`config.mk`:
```
export PLATFORM = sky130hd
export DESIGN_NAME = relu_backward_flat
export DESIGN_NICKNAME = d
export VERILOG_FILES = /design/src/rtl/relu_backward_pkg.sv /design/src/rtl/relu_backward_if.sv /design/src/rtl/relu_bw_fetch2.sv /design/src/rtl/relu_backward.sv /design/src/flat_wrapper.sv
export SDC_FILE = /design/constraint.sdc
export NUM_CORES = 1
export LEC_CHECK = 0
export CELL_PAD_IN_SITES_DETAIL_PLACEMENT = 0
export CELL_PAD_IN_SITES_GLOBAL_PLACEMENT = 1
export CORE_MARGIN = 2
export CORE_UTILIZATION = 25
export DETAILED_ROUTE_END_ITERATION = 8
export PLACE_DENSITY = 0.68
export SLEW_MARGIN = 20
export SYNTH_ARGS = -nofsm -noshare
export SYNTH_HDL_FRONTEND = slang
export SYNTH_HIERARCHICAL = 1
export SYNTH_SLANG_ARGS = --single-unit
```
`constraint.sdc`:
```
create_clock -name clk -period 5.85 [get_ports clk]
set_input_delay 1.17 -clock clk [delete_from_list [all_inputs] [get_ports clk]]
set_output_delay 1.17 -clock clk [all_outputs]
set_load 0.03 [all_outputs]
```
`src/rtl/relu_backward_pkg.sv`:
```
// Shared types and constants for the fpu element-wise op family.
package fpu_pkg;

  localparam int          HDR_NDIMS_IDX = 0;
  localparam logic [31:0] FP_ZERO       = 32'h0000_0000;

  typedef enum logic [2:0] {
    IDLE,
    RD_N,
    WR_H,
    RD_H,
    LOOP,
    LOAD,
    WRITE,
    DONE
  } relu_bw_state_t;

  // Sign bit only: -0.0 and negative NaNs count as negative.
  function automatic logic is_neg(input logic [31:0] word);
    return word[31];
  endfunction

endpackage

```
`src/rtl/relu_backward_if.sv`:
```
// Memory handle: one request/done channel into a tensor region.
interface mem_handle #(parameter int DATA_W = 32);
  logic              r_en;
  logic              w_en;
  logic              avail;
  logic              write_through;
  logic              done;
  logic [DATA_W-1:0] ptr;
  logic [DATA_W-1:0] data_store;
  logic [DATA_W-1:0] data_load;
  logic [DATA_W-1:0] region_begin;
  logic [DATA_W-1:0] region_end;

  modport master (
    output r_en, w_en, avail, ptr, data_store, write_through,
    input  done, data_load, region_begin, region_end
  );

  modport slave (
    input  r_en, w_en, avail, ptr, data_store, write_through,
    output done, data_load, region_begin, region_end
  );
endinterface

```
`src/rtl/relu_bw_fetch2.sv`:
```
// Dual-read capture unit: requests one word from each of two handles and
// holds each independently until both have arrived.
module relu_bw_fetch2
  import fpu_pkg::*;
#(
  parameter int DATA_W = 32
) (
  input  logic              clk,
  input  logic              rst,
  input  logic              en,
  input  logic              a_done,
  input  logic              b_done,
  input  logic [DATA_W-1:0] a_data,
  input  logic [DATA_W-1:0] b_data,
  output logic              a_req,
  output logic              b_req,
  output logic [DATA_W-1:0] x,
  output logic [DATA_W-1:0] dy,
  output logic              both_valid
);

  logic x_vld;
  logic dy_vld;

  assign a_req      = en && !x_vld;
  assign b_req      = en && !dy_vld;
  assign both_valid = x_vld && dy_vld;

  // Capture each operand on its own done; leaving en clears the capture.
  always_ff @(posedge clk) begin
    if (rst) begin
      x_vld  <= 1'b0;
      dy_vld <= 1'b0;
      x      <= '0;
      dy     <= '0;
    end else if (!en) begin
      x_vld  <= 1'b0;
      dy_vld <= 1'b0;
    end else begin
      if (a_done && a_req) begin
        x     <= a_data;
        x_vld <= 1'b1;
      end
      if (b_done && b_req) begin
        dy     <= b_data;
        dy_vld <= 1'b1;
      end
    end
  end

endmodule

```
`src/rtl/relu_backward.sv`:
```
// Backward ReLU: dx = (x >= +0 by sign bit) ? dy : +0, header copied from a.
//
// state | meaning
// IDLE  | waiting for go
// RD_N  | reading ndims from a header word0
// WR_H  | writing captured header word to d
// RD_H  | reading next a header word
// LOOP  | end-of-region test on d.ptr
// LOAD  | fetching x and dy for one element
// WRITE | writing dx for one element
// DONE  | run finished, waiting for go to drop
module relu_backward
  import fpu_pkg::*;
#(
  parameter int DATA_W   = 32,
  parameter int MAX_DIMS = 2
) (
  input  logic        clk,
  input  logic        rst,
  mem_handle.master   a,
  mem_handle.master   b,
  mem_handle.master   d,
  input  logic        go,
  output logic        done,
  output logic        err,
  output logic [31:0] elem_cnt
);

  localparam int HDR_W = $clog2(MAX_DIMS + 1);

  relu_bw_state_t    state, state_nxt;
  logic [HDR_W-1:0]  hdr_left;
  logic              fetch_en, a_req, b_req, both_valid;
  logic [DATA_W-1:0] x_q, dy_q;
  logic              a_rd, a_hs, b_hs, d_wr, d_hs;
  logic              ndims_ok;

  relu_bw_fetch2 #(.DATA_W(DATA_W)) u_fetch (
    .clk        (clk),
    .rst        (rst),
    .en         (fetch_en),
    .a_done     (a.done),
    .b_done     (b.done),
    .a_data     (a.data_load),
    .b_data     (b.data_load),
    .a_req      (a_req),
    .b_req      (b_req),
    .x          (x_q),
    .dy         (dy_q),
    .both_valid (both_valid)
  );

  assign fetch_en = (state == LOAD);
  assign a_rd     = (state == RD_N) || (state == RD_H) || a_req;
  assign d_wr     = (state == WR_H) || (state == WRITE);
  assign a_hs     = a.done && a_rd;
  assign b_hs     = b.done && b_req;
  assign d_hs     = d.done && d_wr;
  assign ndims_ok = (a.data_load != '0) && (a.data_load <= DATA_W'(MAX_DIMS));

  assign a.r_en          = a_rd;
  assign a.avail         = a_rd;
  assign a.w_en          = 1'b0;
  assign a.data_store    = FP_ZERO;
  assign a.write_through = 1'b0;
  assign b.r_en          = b_req;
  assign b.avail         = b_req;
  assign b.w_en          = 1'b0;
  assign b.data_store    = FP_ZERO;
  assign b.write_through = 1'b0;
  assign d.r_en          = 1'b0;
  assign d.w_en          = d_wr;
  assign d.avail         = d_wr;
  assign d.write_through = (state == WRITE) && (d.ptr == d.region_end - DATA_W'(1));
  assign done            = (state == DONE);

  // Next-state decode.
  always_comb begin
    state_nxt = state;
    unique case (state)
      IDLE:    if (go) state_nxt = RD_N;
      RD_N:    if (a_hs) state_nxt = ndims_ok ? WR_H : DONE;
      WR_H:    if (d_hs) state_nxt = (hdr_left == '0) ? LOOP : RD_H;
      RD_H:    if (a_hs) state_nxt = WR_H;
      LOOP:    state_nxt = (d.ptr == d.region_end) ? DONE : LOAD;
      LOAD:    if (both_valid) state_nxt = WRITE;
      WRITE:   if (d_hs) state_nxt = LOOP;
      DONE:    if (!go) state_nxt = IDLE;
      default: state_nxt = IDLE;
    endcase
  end

  // State, pointers, header countdown, write data and status registers.
  always_ff @(posedge clk) begin
    if (rst) begin
      state        <= IDLE;
      err          <= 1'b0;
      elem_cnt     <= '0;
      hdr_left     <= '0;
      a.ptr        <= '0;
      b.ptr        <= '0;
      d.ptr        <= '0;
      d.data_store <= '0;
    end else begin
      state <= state_nxt;
      if (a_hs) a.ptr <= a.ptr + DATA_W'(1);
      if (b_hs) b.ptr <= b.ptr + DATA_W'(1);
      if (d_hs) d.ptr <= d.ptr + DATA_W'(1);
      if (state == IDLE && go) begin
        a.ptr    <= a.region_begin + DATA_W'(HDR_NDIMS_IDX);
        b.ptr    <= b.region_begin;
        d.ptr    <= d.region_begin;
        err      <= 1'b0;
        elem_cnt <= '0;
      end
      if (state == RD_N && a_hs) begin
        if (ndims_ok) begin
          // b carries its own header copy; skip straight past it.
          b.ptr        <= b.region_begin + a.data_load + DATA_W'(1);
          hdr_left     <= a.data_load[HDR_W-1:0];
          d.data_store <= a.data_load;
        end else begin
          err <= 1'b1;
        end
      end
      if (state == RD_H && a_hs) d.data_store <= a.data_load;
      if (state == WR_H && d_hs && hdr_left != '0) hdr_left <= hdr_left - 1'b1;
      if (state == LOAD && both_valid) d.data_store <= is_neg(x_q) ? FP_ZERO : dy_q;
      if (state == WRITE && d_hs) elem_cnt <= elem_cnt + 32'd1;
    end
  end

endmodule

```
`src/flat_wrapper.sv`:
```
// flat-port wrapper written by rule: the top's interface ports become plain ports
module relu_backward_flat import fpu_pkg::*;
#(
  parameter int DATA_W   = 32,
  parameter int MAX_DIMS = 2
)
  (clk, rst, go, done, err, elem_cnt, a_r_en, a_w_en, a_avail, a_ptr, a_data_store, a_write_through, a_done, a_data_load, a_region_begin, a_region_end, b_r_en, b_w_en, b_avail, b_ptr, b_data_store, b_write_through, b_done, b_data_load, b_region_begin, b_region_end, d_r_en, d_w_en, d_avail, d_ptr, d_data_store, d_write_through, d_done, d_data_load, d_region_begin, d_region_end);
  mem_handle #(.DATA_W(DATA_W)) a_i ();
  mem_handle #(.DATA_W(DATA_W)) b_i ();
  mem_handle #(.DATA_W(DATA_W)) d_i ();
  input  logic clk;
  input  logic rst;
  input  logic go;
  output logic done;
  output logic err;
  output logic [31:0] elem_cnt;
  output wire logic [$bits(a_i.r_en)-1:0] a_r_en;
  output wire logic [$bits(a_i.w_en)-1:0] a_w_en;
  output wire logic [$bits(a_i.avail)-1:0] a_avail;
  output wire logic [$bits(a_i.ptr)-1:0] a_ptr;
  output wire logic [$bits(a_i.data_store)-1:0] a_data_store;
  output wire logic [$bits(a_i.write_through)-1:0] a_write_through;
  input wire logic [$bits(a_i.done)-1:0] a_done;
  input wire logic [$bits(a_i.data_load)-1:0] a_data_load;
  input wire logic [$bits(a_i.region_begin)-1:0] a_region_begin;
  input wire logic [$bits(a_i.region_end)-1:0] a_region_end;
  output wire logic [$bits(b_i.r_en)-1:0] b_r_en;
  output wire logic [$bits(b_i.w_en)-1:0] b_w_en;
  output wire logic [$bits(b_i.avail)-1:0] b_avail;
  output wire logic [$bits(b_i.ptr)-1:0] b_ptr;
  output wire logic [$bits(b_i.data_store)-1:0] b_data_store;
  output wire logic [$bits(b_i.write_through)-1:0] b_write_through;
  input wire logic [$bits(b_i.done)-1:0] b_done;
  input wire logic [$bits(b_i.data_load)-1:0] b_data_load;
  input wire logic [$bits(b_i.region_begin)-1:0] b_region_begin;
  input wire logic [$bits(b_i.region_end)-1:0] b_region_end;
  output wire logic [$bits(d_i.r_en)-1:0] d_r_en;
  output wire logic [$bits(d_i.w_en)-1:0] d_w_en;
  output wire logic [$bits(d_i.avail)-1:0] d_avail;
  output wire logic [$bits(d_i.ptr)-1:0] d_ptr;
  output wire logic [$bits(d_i.data_store)-1:0] d_data_store;
  output wire logic [$bits(d_i.write_through)-1:0] d_write_through;
  input wire logic [$bits(d_i.done)-1:0] d_done;
  input wire logic [$bits(d_i.data_load)-1:0] d_data_load;
  input wire logic [$bits(d_i.region_begin)-1:0] d_region_begin;
  input wire logic [$bits(d_i.region_end)-1:0] d_region_end;
  assign a_r_en = a_i.r_en;
  assign a_w_en = a_i.w_en;
  assign a_avail = a_i.avail;
  assign a_ptr = a_i.ptr;
  assign a_data_store = a_i.data_store;
  assign a_write_through = a_i.write_through;
  assign a_i.done = a_done;
  assign a_i.data_load = a_data_load;
  assign a_i.region_begin = a_region_begin;
  assign a_i.region_end = a_region_end;
  assign b_r_en = b_i.r_en;
  assign b_w_en = b_i.w_en;
  assign b_avail = b_i.avail;
  assign b_ptr = b_i.ptr;
  assign b_data_store = b_i.data_store;
  assign b_write_through = b_i.write_through;
  assign b_i.done = b_done;
  assign b_i.data_load = b_data_load;
  assign b_i.region_begin = b_region_begin;
  assign b_i.region_end = b_region_end;
  assign d_r_en = d_i.r_en;
  assign d_w_en = d_i.w_en;
  assign d_avail = d_i.avail;
  assign d_ptr = d_i.ptr;
  assign d_data_store = d_i.data_store;
  assign d_write_through = d_i.write_through;
  assign d_i.done = d_done;
  assign d_i.data_load = d_data_load;
  assign d_i.region_begin = d_region_begin;
  assign d_i.region_end = d_region_end;
  relu_backward #(.DATA_W(DATA_W), .MAX_DIMS(MAX_DIMS)) u_core (.clk(clk), .rst(rst), .a(a_i), .b(b_i), .d(d_i), .go(go), .done(done), .err(err), .elem_cnt(elem_cnt));
endmodule
```
### After elaboration in Yosys (flattened, before gate mapping)

Index checks and enable logic that the tools add are counted.

* add/subtract/negate cells: 8
* order comparisons: 1
* equal/unequal tests: 16
* muxes and demuxes: 32
* bitwise logic cells: 1
* reduce and logical (&&, ||, !) cells: 38

Operators with widths (number)
* $mux 32: 15
* $add 32x1->32 const B: 5
* $eq 32x32->1: 2
* $add 32x32->32: 1
* $le 32x2->1 const B: 1
* $reduce_bool 32->1: 1
* $sub 32x1->32 const B: 1
* $mux 3: 9
* $pmux 3 s8: 1
* $logic_and 1x1->1: 16
* $eq 3x3->1 const B: 4
* $reduce_bool 2->1: 6
* $ne 2x1->1 const B: 5
* $mux 2: 4
* $reduce_and 2->1: 4
* $reduce_and 7->1: 1
* $eq 3x2->1 const B: 2
* $reduce_bool 3->1: 2
* $ne 2x2->1 const B: 2
* $eq 3x1->1 const B: 1
* $logic_not 3->1: 1
* $logic_or 1x1->1: 3
* $mux 1: 3
* $logic_not 1->1: 2
* 4 further kinds: 4

* bits in registers: 232
* bits of input ports: 294
* output and inout port bits: 238

### Depth between registers and ports, before layout

* depth after elaboration: 8
* mapped depth: 12
* mapped depth without buffers: 12

### By module

Netlist, hierarchy kept.

By module, submodules not included
* relu_backward: instances 1, cells each 1594, area each 12112.9 um2, seq. area each 3323.2 um2
* relu_bw_fetch2: instances 1, cells each 290, area each 3022.9 um2, seq. area each 1321.3 um2

### Worst setup path after synthesis

No wires, ideal clock.

* kind: input to output
* start point: input port d_region_end[8]
* end point: output port d_write_through
* data arrival time: 3.865 ns
* required time: 4.680 ns
* path slack: 0.815 ns
* cell stages on the path: 9
* cells stage by stage: buf_6 -> or2_1 -> or4_4 -> or4_4 -> nor4_4 -> xor2_1 -> o211a_1 -> nand4_1 -> a2111oi_2

* longest elaborated chain between the ends: 3

Ends and longest elaborated chain
* from (decl): RTL line flat_wrapper.sv:46 `input wire logic [$bits(d_i.region_end)-1:0] d_region_end;`
* $sub 32x1->32: RTL line relu_backward.sv:74 `assign d.write_through = (state == WRITE) && (d.ptr == d.region_end - DATA_W'(1));`
* $eq 32x32->1: RTL line relu_backward.sv:74
* $logic_and 1x1->1: RTL line relu_backward.sv:74
* to (decl): RTL line flat_wrapper.sv:42 `output wire logic [$bits(d_i.write_through)-1:0] d_write_through;`

No other way between the ends.

### Final worst setup path

* start point: input port d_region_end[13]
* end point: output port d_write_through

Same word-level chain as after synthesis.

==> results.md <==
- Among all stages on the critical path, the largest delay is contributed by or4_4.
- The number of antenna violations at the first check in global routing is 5.
- The sequential cell area is 4020 um2.
- STA puts the critical path data arrival time at 4.37 ns.
- The number of cell rows is 86.
- Among cell families on the critical path, the largest total delay comes from simple AND/OR/NAND/NOR gates.
- The final non-filler cell area is 18,700 um2.
- The mapped netlist covers 13,800 um2.
- Summed over all layers, the global routing overflow is 0.
- The number of global-route vias before repair is roughly 13,000.
- Setup repair after global routing left no endpoint under its margin.
- The largest net degree at the start of global routing is 101.
- The critical path contains buffers and inverters numbering 2 combined.
- The critical path goes through clkdlybuf4s50_1 -> or4_4 -> nand2b_4 -> or4_4 -> nor4_4 -> xor2_1 -> o211a_1 -> nand4_1 -> a2111oi_2 -> buf_12.
- The maximum level of the CTS H-tree is 1.
- The HPWL after detailed placement is 41.0 mm.
- Data on the critical path is required at its endpoint by 4.68 ns.
- Hold repair after CTS inserted 0 buffers.
- The type of the worst setup path is input port to output port.
- The power per cell area is around 280 nW/um2.
- The first-pass iteration count of the detailed router is 5.
- The horizontal die dimension is between 200 and 250 um.
- In the global route stage, overall resource usage came out at 0.180.
- From bottom edge to top edge, the die measures 239 um.
- The total area inside the core boundary comes to 54,800 um2.
- The cell at the root of the clock tree is clkbuf_16.
- The pin slew with the least headroom to its limit is 1.10 ns.
- Between clock sinks in the finished design, the worst skew comes to about 0.018 ns.
- The share of post-route cells with drive strength above 1 is 0.0526.
- The tool flagged a number of max-cap violations equal to 0.
- The count of nets after finishing is 2,404.
- The aggregate routed wire length is between 50 and 60 mm.
- The final total power is 0.00515 W.
- The longest individual stage delay on the worst path is 0.59 ns.
- During I/O placement, the number of pins put on the boundary was 532.
- The number of CTS-inserted buffers is 27.
- The first global-routing pass estimated around 80 mm of wire.
- The fmax is 181 MHz.
- The worst slew margin relative to its limit is 0.269.
- The number of fill cells in the layout is 5,729.
- TritonCTS built the clock tree.
- Using the TritonRoute via totals, the vias-per-cell ratio works out to 4.93.
- The insertion delay of the later-clocked pin in the worst-skew pair is 0.58 ns.
- Of all nets on the critical path, the largest fanout is 5.
- The area growth from synthesis to layout is 35.9%.
- The flow ran to the end, and the final reports show no timing, DRC or antenna violations.
- The die covers 57,000 um2.
- STA classifies the critical path endpoint as an output port.
- The total length of routed met3 wires is 3.43 mm.
- The mean cell area of the mapped netlist is 7.84 um2.
- The CTS clock-pin slew for the worst setup and hold paths is 0.06 ns.
- The count of input and output buffers is around 370.
- The combined area of the multi-input logic cells is 8880 um2.
- During synthesis, Yosys emitted a total of 6 warnings.
- The min-delay analysis places its worst path in the category flop to flop.
- Counting I/O delays and the setup requirement, the final critical path takes around 5.5 ns.
- The count of antenna-violating nets left after detailed routing is 0.
- The cell count after synthesis came out at 1,756.
- The detailed-routed wire length on met2 is roughly 26 mm.
- After detailed routing, the number of remaining DRC violations is 0.
- Summing over every cut layer, the via total after detailed routing is 13,800.
- The category of the worst setup path launch point is an input port.
- The wire length on met1 is 22.7 mm.
- The number of antenna diodes in the final layout is 0.
- The initial core utilization is 0.251.
- The most repeated library cell on the critical path is or4_4.
- The highest ir drop seen on vdd is 196 uV.
- At the end of routability-driven placement, the weighted congestion stood at 0.857.
- After detailed routing, the average wire length per cell comes to between 15 and 20 um.
- The post-CTS repair timing setup buffer count is 0.
- Once the clock tree was built, the resizer swapped 0 gates to a different size.
- Of the available clock period, the critical path in the final layout requires 0.947.
- The post-route setup TNS is 0 ns.
- Summing all placed instances gives a cell area of around 18,000 um2.
- The maximum root-to-sink buffer count is 3.
- The hold violation count in the final report is 0.
- Setup violations remaining at the end of the flow were counted as 0.
- The highest routed metal layer is met5.
- After the first detailed-routing iteration, the DRC count stood at 950.
- The final-report max-slew violation count is 0.
- The clock net in this run drives a total of 201 sinks.
- The analysis attributes to cell leakage a power of 6.52 nW.
==> final cells by class <==
class,count,share of cell area
inverters,35,0.00702
flip-flops and latches,201,0.215
well taps,704,0.0471
repair buffers,392,0.207
multi-input cells,1415,0.475
clock inverters,9,0.00602
clock buffers,39,0.0433
==> stage by stage <==
| stage | utilization | hold slack [ns] | setup slack, ns | cells |
|---|---|---|---|---|
| after CTS | 0.342 | 0.471 | 0.286 | 2795 |
| after global routing | 0.342 | 0.484 | 0.168 | 2795 |
| after floorplan | - | 0.441 | 0.815 | 1824 |
| after detailed placement | 0.325 | 0.460 | 0.301 | 2747 |
| final | 0.342 | 0.468 | 0.312 | 2795 |
| after global placement | 0.325 | 0.455 | 0.309 | 2747 |
==> path summary, 6_finish.rpt <==
kind                               from  cells after the start  slack (ns)                     to
setup reg to reg        u_core/state[0]                     11        1.73       u_core/b.ptr[26]
hold reg to reg   u_core/u_fetch/dy[26]                      2        0.47  u_core/u_fetch/dy[26]
hold / removal    u_core/u_fetch/dy[26]                      2        0.47  u_core/u_fetch/dy[26]
setup / recovery       d_region_end[13]                     10        0.31        d_write_through
==> sequential cells by signal, summed over array words and instances, names as in the netlist, 2 cells and up <==
register / cells
u_core/a.ptr: 32
u_core/b.ptr: 32
u_core/d.data_store: 32
u_core/d.ptr: 32
u_core/elem_cnt: 32
u_core/u_fetch/dy: 32
u_core/state: 3
u_core/hdr_left: 2
==> per-layer routing <==
| metal | up-vias | global-route usage |
|---|---|---|
| li1 | 6769 | - |
| met2 | 406 | 0.321 |
| met3 | 57 | 0.0375 |
| met5 | - | 0 |
| met1 | 6533 | 0.221 |
| met4 | 10 | 0.0417 |
==> worst min-delay path, delay by kind of cell, from the launching register on <==
| kind | cells | cell delay, ns |
|---|---|---|
| flip-flops | 1 | 0.30 |
| AND/OR/NAND/NOR | 1 | 0.06 |
| multiplexers | 1 | 0.06 |
==> report_power, final <==
group          internal [W]  switching (W)
sequential          0.00151       0.000202
combinational      0.000702       0.000986
clock               0.00105       0.000698
total               0.00326        0.00189
==> placed cells by master, fill, tap and decap left out, drive strengths merged, types with 6 or more instances in the layout <==
cell type and count:
nand2 138, clkdlybuf4s50 364, o21bai 6, xor2 67, and4 9, mux2i 40, ha 37, dfxtp 201
nor3 29, or4 8, a311oi 6, o211ai 29, and3 36, xnor2 91, a211o 8, or2 9
a21o 11, clkbuf 39, nand2b 73, nor2 209, or3 15, conb 69, nand3 67, mux2 6
a21oi 110, o21a 7, o21ai 46, a211oi 100, buf 28, nor2b 10, a31oi 7, nand4 33
nor4 29, inv 36, nor3b 34, and2 8
Note: power is estimated with default switching activity, not from simulation.
